### src/rtl/hazard_controller.sv
// Pipeline hazard sequencer: Execute-stage forwarding selects, load-use stalls,
// taken-branch flushes, data-memory freeze with timeout, and post-reset front-end hold.
module hazard_controller #(
    parameter int unsigned STARTUP_CYCLES = 2,
    parameter int unsigned MEM_TIMEOUT    = 64,
    parameter int unsigned CNT_WIDTH      = 16
) (
    input  logic                 clk,
    input  logic                 reset,
    input  logic [2:0]           IDRs1,
    input  logic [2:0]           IDRs2,
    input  logic [2:0]           IDRd,
    input  logic                 IDUsesRs1,
    input  logic                 IDUsesRs2,
    input  logic                 IDIsStore,
    input  logic [2:0]           EXRs1,
    input  logic [2:0]           EXRs2,
    input  logic [2:0]           EXRd,
    input  logic                 EXMemRead,
    input  logic                 EXMemWrite,
    input  logic                 EXBranchTaken,
    input  logic [2:0]           MEMRd,
    input  logic                 MEMRegWrite,
    input  logic [2:0]           WBRd,
    input  logic                 WBRegWrite,
    input  logic                 memBusy,
    output logic [1:0]           muxFwd1select,
    output logic [1:0]           muxFwd2select,
    output logic                 muxFwd3select,
    output logic                 PCWrite,
    output logic                 IFIDWrite,
    output logic                 IFIDFlush,
    output logic                 IDEXFlush,
    output logic                 pipeHold,
    output logic                 memTimeout,
    output logic [CNT_WIDTH-1:0] stallCount,
    output logic [CNT_WIDTH-1:0] flushCount
);

    // Init counter only needs to reach STARTUP_CYCLES-1; wait counter must hold MEM_TIMEOUT.
    localparam int unsigned INIT_W = (STARTUP_CYCLES > 1) ? $clog2(STARTUP_CYCLES) : 1;
    localparam int unsigned WAIT_W = $clog2(MEM_TIMEOUT + 1);

    typedef enum logic [1:0] {
        ST_INIT    = 2'd0,
        ST_RUN     = 2'd1,
        ST_MEMWAIT = 2'd2
    } state_t;

    state_t                r_state;
    state_t                w_state_nxt;
    logic [INIT_W-1:0]     r_init_cnt;
    logic [WAIT_W-1:0]     r_wait_cnt;
    logic [WAIT_W-1:0]     w_wait_nxt;
    logic                  r_mem_timeout;
    logic [CNT_WIDTH-1:0]  r_stall_cnt;
    logic [CNT_WIDTH-1:0]  r_flush_cnt;
    logic                  w_stall_inc;
    logic                  w_flush_inc;
    logic                  w_load_use;
    logic                  w_mem_hit1;
    logic                  w_mem_hit2;
    logic                  w_wb_hit1;
    logic                  w_wb_hit2;

    assign memTimeout = r_mem_timeout;
    assign stallCount = r_stall_cnt;
    assign flushCount = r_flush_cnt;

    // Source-register matches against later-stage destinations; r0 never forwarded.
    always_comb begin
        w_mem_hit1 = MEMRegWrite && (MEMRd != 3'd0) && (MEMRd == EXRs1);
        w_mem_hit2 = MEMRegWrite && (MEMRd != 3'd0) && (MEMRd == EXRs2);
        w_wb_hit1  = WBRegWrite  && (WBRd  != 3'd0) && (WBRd  == EXRs1);
        w_wb_hit2  = WBRegWrite  && (WBRd  != 3'd0) && (WBRd  == EXRs2);
        w_load_use = EXMemRead && (EXRd != 3'd0) &&
                     ((IDUsesRs1 && (EXRd == IDRs1)) ||
                      (IDUsesRs2 && (EXRd == IDRs2)) ||
                      (IDIsStore && (EXRd == IDRd)));
    end

    // Forwarding selects; MEM has priority over WB, all forced to 0 while in INIT.
    always_comb begin
        muxFwd1select = 2'd0;
        muxFwd2select = 2'd0;
        muxFwd3select = 1'b0;
        if (r_state != ST_INIT) begin
            if (w_mem_hit1)     muxFwd1select = 2'd1;
            else if (w_wb_hit1) muxFwd1select = 2'd2;
            if (w_mem_hit2)     muxFwd2select = 2'd1;
            else if (w_wb_hit2) muxFwd2select = 2'd2;
            muxFwd3select = EXMemWrite && MEMRegWrite && (MEMRd != 3'd0) && (MEMRd == EXRd);
        end
    end

    // State register.
    always_ff @(posedge clk or negedge reset) begin
        if (!reset) r_state <= ST_INIT;
        else        r_state <= w_state_nxt;
    end

    // Next state and pipeline control; memBusy freezes, then branch > load-use > normal.
    always_comb begin
        w_state_nxt = r_state;
        PCWrite     = 1'b0;
        IFIDWrite   = 1'b0;
        IFIDFlush   = 1'b0;
        IDEXFlush   = 1'b0;
        pipeHold    = 1'b0;
        w_stall_inc = 1'b0;
        w_flush_inc = 1'b0;
        case (r_state)
            ST_INIT: begin
                IFIDFlush = 1'b1;
                IDEXFlush = 1'b1;
                if (r_init_cnt == INIT_W'(STARTUP_CYCLES - 1)) w_state_nxt = ST_RUN;
            end
            ST_RUN, ST_MEMWAIT: begin
                if (memBusy) begin
                    pipeHold    = 1'b1;
                    w_stall_inc = 1'b1;
                    w_state_nxt = ST_MEMWAIT;
                end else begin
                    w_state_nxt = ST_RUN;
                    if (EXBranchTaken) begin
                        PCWrite     = 1'b1;
                        IFIDWrite   = 1'b1;
                        IFIDFlush   = 1'b1;
                        IDEXFlush   = 1'b1;
                        w_flush_inc = 1'b1;
                    end else if (w_load_use) begin
                        IDEXFlush   = 1'b1;
                        w_stall_inc = 1'b1;
                    end else begin
                        PCWrite   = 1'b1;
                        IFIDWrite = 1'b1;
                    end
                end
            end
            default: begin
                w_state_nxt = ST_INIT;
                IFIDFlush   = 1'b1;
                IDEXFlush   = 1'b1;
            end
        endcase
    end

    // Startup hold counter, counts edges spent in INIT.
    always_ff @(posedge clk or negedge reset) begin
        if (!reset)
            r_init_cnt <= '0;
        else if ((r_state == ST_INIT) && (w_state_nxt == ST_INIT))
            r_init_cnt <= r_init_cnt + INIT_W'(1);
        else
            r_init_cnt <= '0;
    end

    // Consecutive busy-cycle count; the first busy cycle (still in RUN) counts as 1.
    always_comb begin
        w_wait_nxt = '0;
        if (w_state_nxt == ST_MEMWAIT) begin
            if (r_state != ST_MEMWAIT)
                w_wait_nxt = WAIT_W'(1);
            else if (r_wait_cnt != WAIT_W'(MEM_TIMEOUT))
                w_wait_nxt = r_wait_cnt + WAIT_W'(1);
            else
                w_wait_nxt = r_wait_cnt;
        end
    end

    // Wait counter and sticky timeout flag.
    always_ff @(posedge clk or negedge reset) begin
        if (!reset) begin
            r_wait_cnt    <= '0;
            r_mem_timeout <= 1'b0;
        end else begin
            r_wait_cnt <= w_wait_nxt;
            if (w_wait_nxt >= WAIT_W'(MEM_TIMEOUT)) r_mem_timeout <= 1'b1;
        end
    end

    // Saturating stall/flush event counters.
    always_ff @(posedge clk or negedge reset) begin
        if (!reset) begin
            r_stall_cnt <= '0;
            r_flush_cnt <= '0;
        end else begin
            if (w_stall_inc && (r_stall_cnt != '1)) r_stall_cnt <= r_stall_cnt + CNT_WIDTH'(1);
            if (w_flush_inc && (r_flush_cnt != '1)) r_flush_cnt <= r_flush_cnt + CNT_WIDTH'(1);
        end
    end

endmodule

### config.mk
export PLATFORM = sky130hd
export DESIGN_NAME = hazard_controller
export DESIGN_NICKNAME = d
export VERILOG_FILES = /design/src/rtl/hazard_controller.sv
export SDC_FILE = /design/constraint.sdc
export NUM_CORES = 1
export LEC_CHECK = 0
export ABC_AREA = 1
export CAP_MARGIN = 40
export CORE_UTILIZATION = 40
export DETAILED_ROUTE_END_ITERATION = 12
export PLACE_DENSITY = 0.77
export SYNTH_ARGS = -nofsm -noshare
export SYNTH_HDL_FRONTEND = slang
export SYNTH_SLANG_ARGS = --single-unit
export TNS_END_PERCENT = 5
### constraint.sdc
create_clock -name clk -period 1.85 [get_ports clk]
set_input_delay 0.2775 -clock clk [delete_from_list [all_inputs] [get_ports clk]]
set_output_delay 0.2775 -clock clk [all_outputs]
set_load 0.01 [all_outputs]
Yosys cells after proc, flatten, opt, wreduce, memory -nomap -nowiden
Cells that the tools add are included.

word-level totals
  flip-flop bits (word level) = 43
  input port bits = 35
  output and inout bits = 43
  logic and storage cells = 83

operators by class
  $add $sub $neg = 4
  $lt $le $gt $ge = 1
  eq/ne operators = 15
  multiplexer cells = 31
  reductions and logical operators = 26

operators by type and width
  cell                     count
  $add A16 B1 Y16 const B  2
  $ne A16 B16 Y1 const B   2
  $eq A3 B3 Y1             8
  $mux W7                  3
  $mux W1                  19
  $logic_and A1 B1 Y1      17
  $mux W2                  8
  $reduce_bool A3 Y1       3
  $add A7 B1 Y7 const B    1
  $ge A7 B7 Y1 const B     1
  $ne A7 B7 Y1 const B     1
  $eq A2 B2 Y1 const B     2
  $logic_not A2 Y1         2
  $pmux W2 S2              1
  $eq A2 B1 Y1 const B     1
  $logic_or A1 B1 Y1       2
  $ne A2 B2 Y1 const B     1
  $reduce_bool A2 Y1       1
  $reduce_or A2 Y1         1
  $add A1 B1 Y1 const B    1

Logic depth before layout (Yosys ltp)
  depth in word-level cells = 10
  depth in mapped cells = 12

Worst setup path before layout
No wires, ideal clock.

  path kind = reg-to-reg
  start point = reg r_state[0]
  end point = reg r_mem_timeout (netlist: memTimeout)
  setup time = 0.127 ns
  arrival time = 1.498 ns
  data required time = 1.723 ns
  setup slack = 0.225 ns
  stages on the path, launching flop included = 12
  path buffers = 0
  clock period less this slack = 1.625 ns
  path through = dfrtp_1 > inv_1 > ha_1 > nand2_1 > o21ai_0 > nand2_1 > inv_1 > nand2_1 > nor2_1 > nand2_1 > inv_1 > or2_2

on the way
  word-level cells in the longest chain between the ends = 6
  elaborated cells on any way between the ends = 11

RTL lines
  item                                          RTL line  text
  from (decl)                                   50        state_t r_state;
  from (signal assigned)                        99        else r_state <= w_state_nxt;
  $eq A2 B1 Y1 or $eq A2 B2 Y1 (tied branches)  112       case (r_state)
  $reduce_or A2 Y1                              112
  $pmux W2 S2 *                                 112
  via w_state_nxt[1]                            51        state_t w_state_nxt;
  $eq A2 B2 Y1 *                                161       if (w_state_nxt == ST_MEMWAIT) begin
  $mux W7 *                                     161
  via w_wait_nxt[6]                             54        logic [WAIT_W-1:0] w_wait_nxt;
  $ge A7 B7 Y1 *                                178       if (w_wait_nxt >= WAIT_W'(MEM_TIMEOUT)) r_mem_timeout <= 1'b1;
  to (signal assigned)                          175       r_mem_timeout <= 1'b0;
  to (signal assigned)                          178
  to (decl)                                     55        logic r_mem_timeout;

Mark *: on every way through the listed nets, which the timed path passes. The rest lies on a longest branch.
A chain may end at the register's enable or synchronous reset.

Worst setup path after layout
  start point = in IDRd[2]
  end point = out IDEXFlush

on the way
  word-level cells in the longest chain between the ends = 8

RTL lines
  item                 RTL line  text
  from (decl)          12        input logic [2:0] IDRd,
  $eq A3 B3 Y1         79        (IDIsStore && (EXRd == IDRd)));
  $logic_and A1 B1 Y1  79
  $logic_or A1 B1 Y1   78        (IDUsesRs2 && (EXRd == IDRs2)) ||
  $logic_and A1 B1 Y1  76        w_load_use = EXMemRead && (EXRd != 3'd0) &&
  $mux W1              131       end else if (w_load_use) begin
  $mux W1              125       if (EXBranchTaken) begin
  $mux W1              119       if (memBusy) begin
  $mux W1              112
  to (decl)            33        output logic IDEXFlush,

Every way passes these cells.

==> results.cfg <==
[outcome]
outcome = finished clean

[drt]
wl_per_cell_um = 11.6
viasPerCell = 4.72
drt-total-wl_mm = 6.94
drt_first_pass_iters = 4
met2_length_mm = 3.50
vias = 2826
first_iter_violations = 140
final_antenna_net_count = 0
dr.max_layer_used = met4
drt-met1-wl_mm = 3.14
route.met3.wl_um = 235
drc = 0

[final_layout]
antennaDiodeCount = 0
final_cell_mix = 112 x nand2_1, 59 x clkdlybuf4s50_1, 45 x inv_1
final_cells = 599
final_area_mm2 = 0.00407
drive_gt1_share_pct = 13.9
layout_commonest_cell = nand2_1
nets = 544
syn2layout_area_growth_pct = 42.9

[floorplan]
rows = 30
die-area_mm2 = 0.00747
initial_utilization_pct = 41.7
pin_count = 78
die_x_um = 86.4
die_y_um = 86.4
coreArea_mm2 = 0.00683

[cts]
clock_path_buffers = 2
cts.clk_slew.worst_paths_ns = 0.08
h-tree-depth = 2
cts_made_buffers = 5
clkSinkCount = 43
clock-root-buffer = clkbuf_8
clock_latency_ns = 0.30
cts_tree = built

[placement]
post-dp-hpwl_mm = 5.45
numPortBuffers = 77
post_dp_cell_area_mm2 = 0.00396
place.gp.congestion = 0.891
dp_cells = 589

[global_routing]
antenna_found_initial = 0
grtUsageTotal_pct = 19.5
grt.overflow.total = 0
grt_max_degree = 24
grt_pass1_wl_mm = 11.7
grt_pass1_vias = 2738

[sta]
finalClockSkew_ns = 0.00805
fmax_mhz = 553
tns_ns = 0
setup_viol = 0
worstMarginPinSlew_ns = 0.482
rsz0062_at_grt = true
finalCriticalPeriod_ns = 1.81
fin_crit_sh_pct = 97.8
maxSlewViolCount = 0
holdWs_ns = 0.459
slew_headroom_pct = 67.9
hold_viol = 0

[critical_path]
path_cells = clkdlybuf4s50_1 > inv_1 > nand2_1 > nand2_1 > nor2_1 > nand2_1 > nand3_2 > nand2_1 > a21oi_1 > buf_2
cp_num_buf_inv = 3
critPathMaxFanout = 2
crit_family = buffers and inverters
start_kind = input pin
cpMostUsedCell = nand2_1
critPathSlowestCell = clkdlybuf4s50_1
cp_slowest_stage_delay_ns = 0.49
crit_required_ns = 1.57
critical_path_class = input pin to output port
cp.arrival_ns = 1.53
crit_path_end_kind = output port

[synthesis]
netlist_area_mm2 = 0.00285
syn_nets = 431
ys_seq_elements = 43
seq_area_frac_synth_pct = 37.8
synthDistinctLibCells = 32
synthFlopType = dfrtp_1
postSynthCellCount = 389
avgSynthCellArea_um2 = 7.33
ys_warn_count = 0
synthArstFlopShare_pct = 100
synth_edf_count = 0

[power]
irDropWorstVdd_mv = 0.450
totalPowerFinal_mw = 3.51
leakage_nw = 2.00
power_density_mw_per_mm2 = 861

[job]
maxCapViolCount = 0

[hold_path]
hp-class = input pin to async pin
worst paths after layout:
check | start | end | slack [ns] | depth (start not counted)
min in group clk | memTimeout | memTimeout | 0.47 | 1
worst max register to register | r_state[1] | memTimeout | 0.15 | 12
worst max-delay path | IDRd[2] | IDEXFlush | 0.04 | 10
worst min-delay path | reset | stallCount[8] | 0.46 | 2
max in group asynchronous | reset | flushCount[8] | 0.89 | 3
worst min register to register | memTimeout | memTimeout | 0.47 | 1
layout make-up:
type	count	area, um^2
Fill cell	642	2760
Timing Repair Buffer	111	1000
Sequential cell	43	1080
Inverter	50	188
Multi-Input combinational cell	291	1590
Clock buffer	8	100
Tap cell	96	120
cells in the mapped netlist (4+ instances only):
cell type	instances	area (um^2)
nand2_1	115	432
inv_1	47	176
nor2_1	44	165
dfrtp_1	43	1080
nand3_1	36	180
xor2_1	22	193
xnor2_1	19	166
nor3_1	12	60.1
a21oi_1	7	35.0
ha_1	7	87.6
o21ai_0	5	25.0
nand4_1	4	25.0
cell families (layout without fill, tap and decap cells):
family / Yosys count / in the layout / synth area share [%]
AO/OA/AOI/OAI: 23 / 23 / 4.96
XOR/XNOR: 41 / 41 / 12.6
adder cells (fa/ha/maj): 7 / 7 / 3.07
buffers and inverters: 55 / 169 / 7.95
flip-flops: 43 / 43 / 37.8
AND/OR/NAND/NOR: 220 / 220 / 33.7
sequential cells by signal, indices dropped and copies added (netlist names):
| register | cells |
|---|---|
| flushCount | 16 |
| memTimeout | 1 |
| r_init_cnt | 1 |
| r_state | 2 |
| r_wait_cnt | 7 |
| stallCount | 16 |
metrics by stage:
step	utilization, %	setup WS, ns
3_5_place_dp	58.0	-0.470
6_report	59.6	0.0402
4_1_cts	59.4	-0.0742
3_3_place_gp	58.0	-0.430
2_1_floorplan	-	0.225
5_1_grt	59.6	-0.0477
power by group:
group	internal, mW	switching (mW)	leakage [nW]
Sequential	1.07	0.116	0.579
Combinational	0.806	0.860	1.37
Clock	0.341	0.312	0.0515
metal layers:
layer	vias to the layer above	track usage (%)
met5	-	0
met3	8	2.57
met1	1315	24.4
met2	54	35.5
met4	0	4.24
li1	1449	-
repair_timing:
action / in CTS / in global routing
gates resized for setup: 32 / 19
endpoints found under the hold margin: 20 / 0
endpoints found under the setup margin: 14 / 18
pin swaps: 1 / 1
gates cloned: 0 / 0
hold buffers: 1 / 0
buffers inserted: 0 / 1
(Power assumes the default switching activity.)
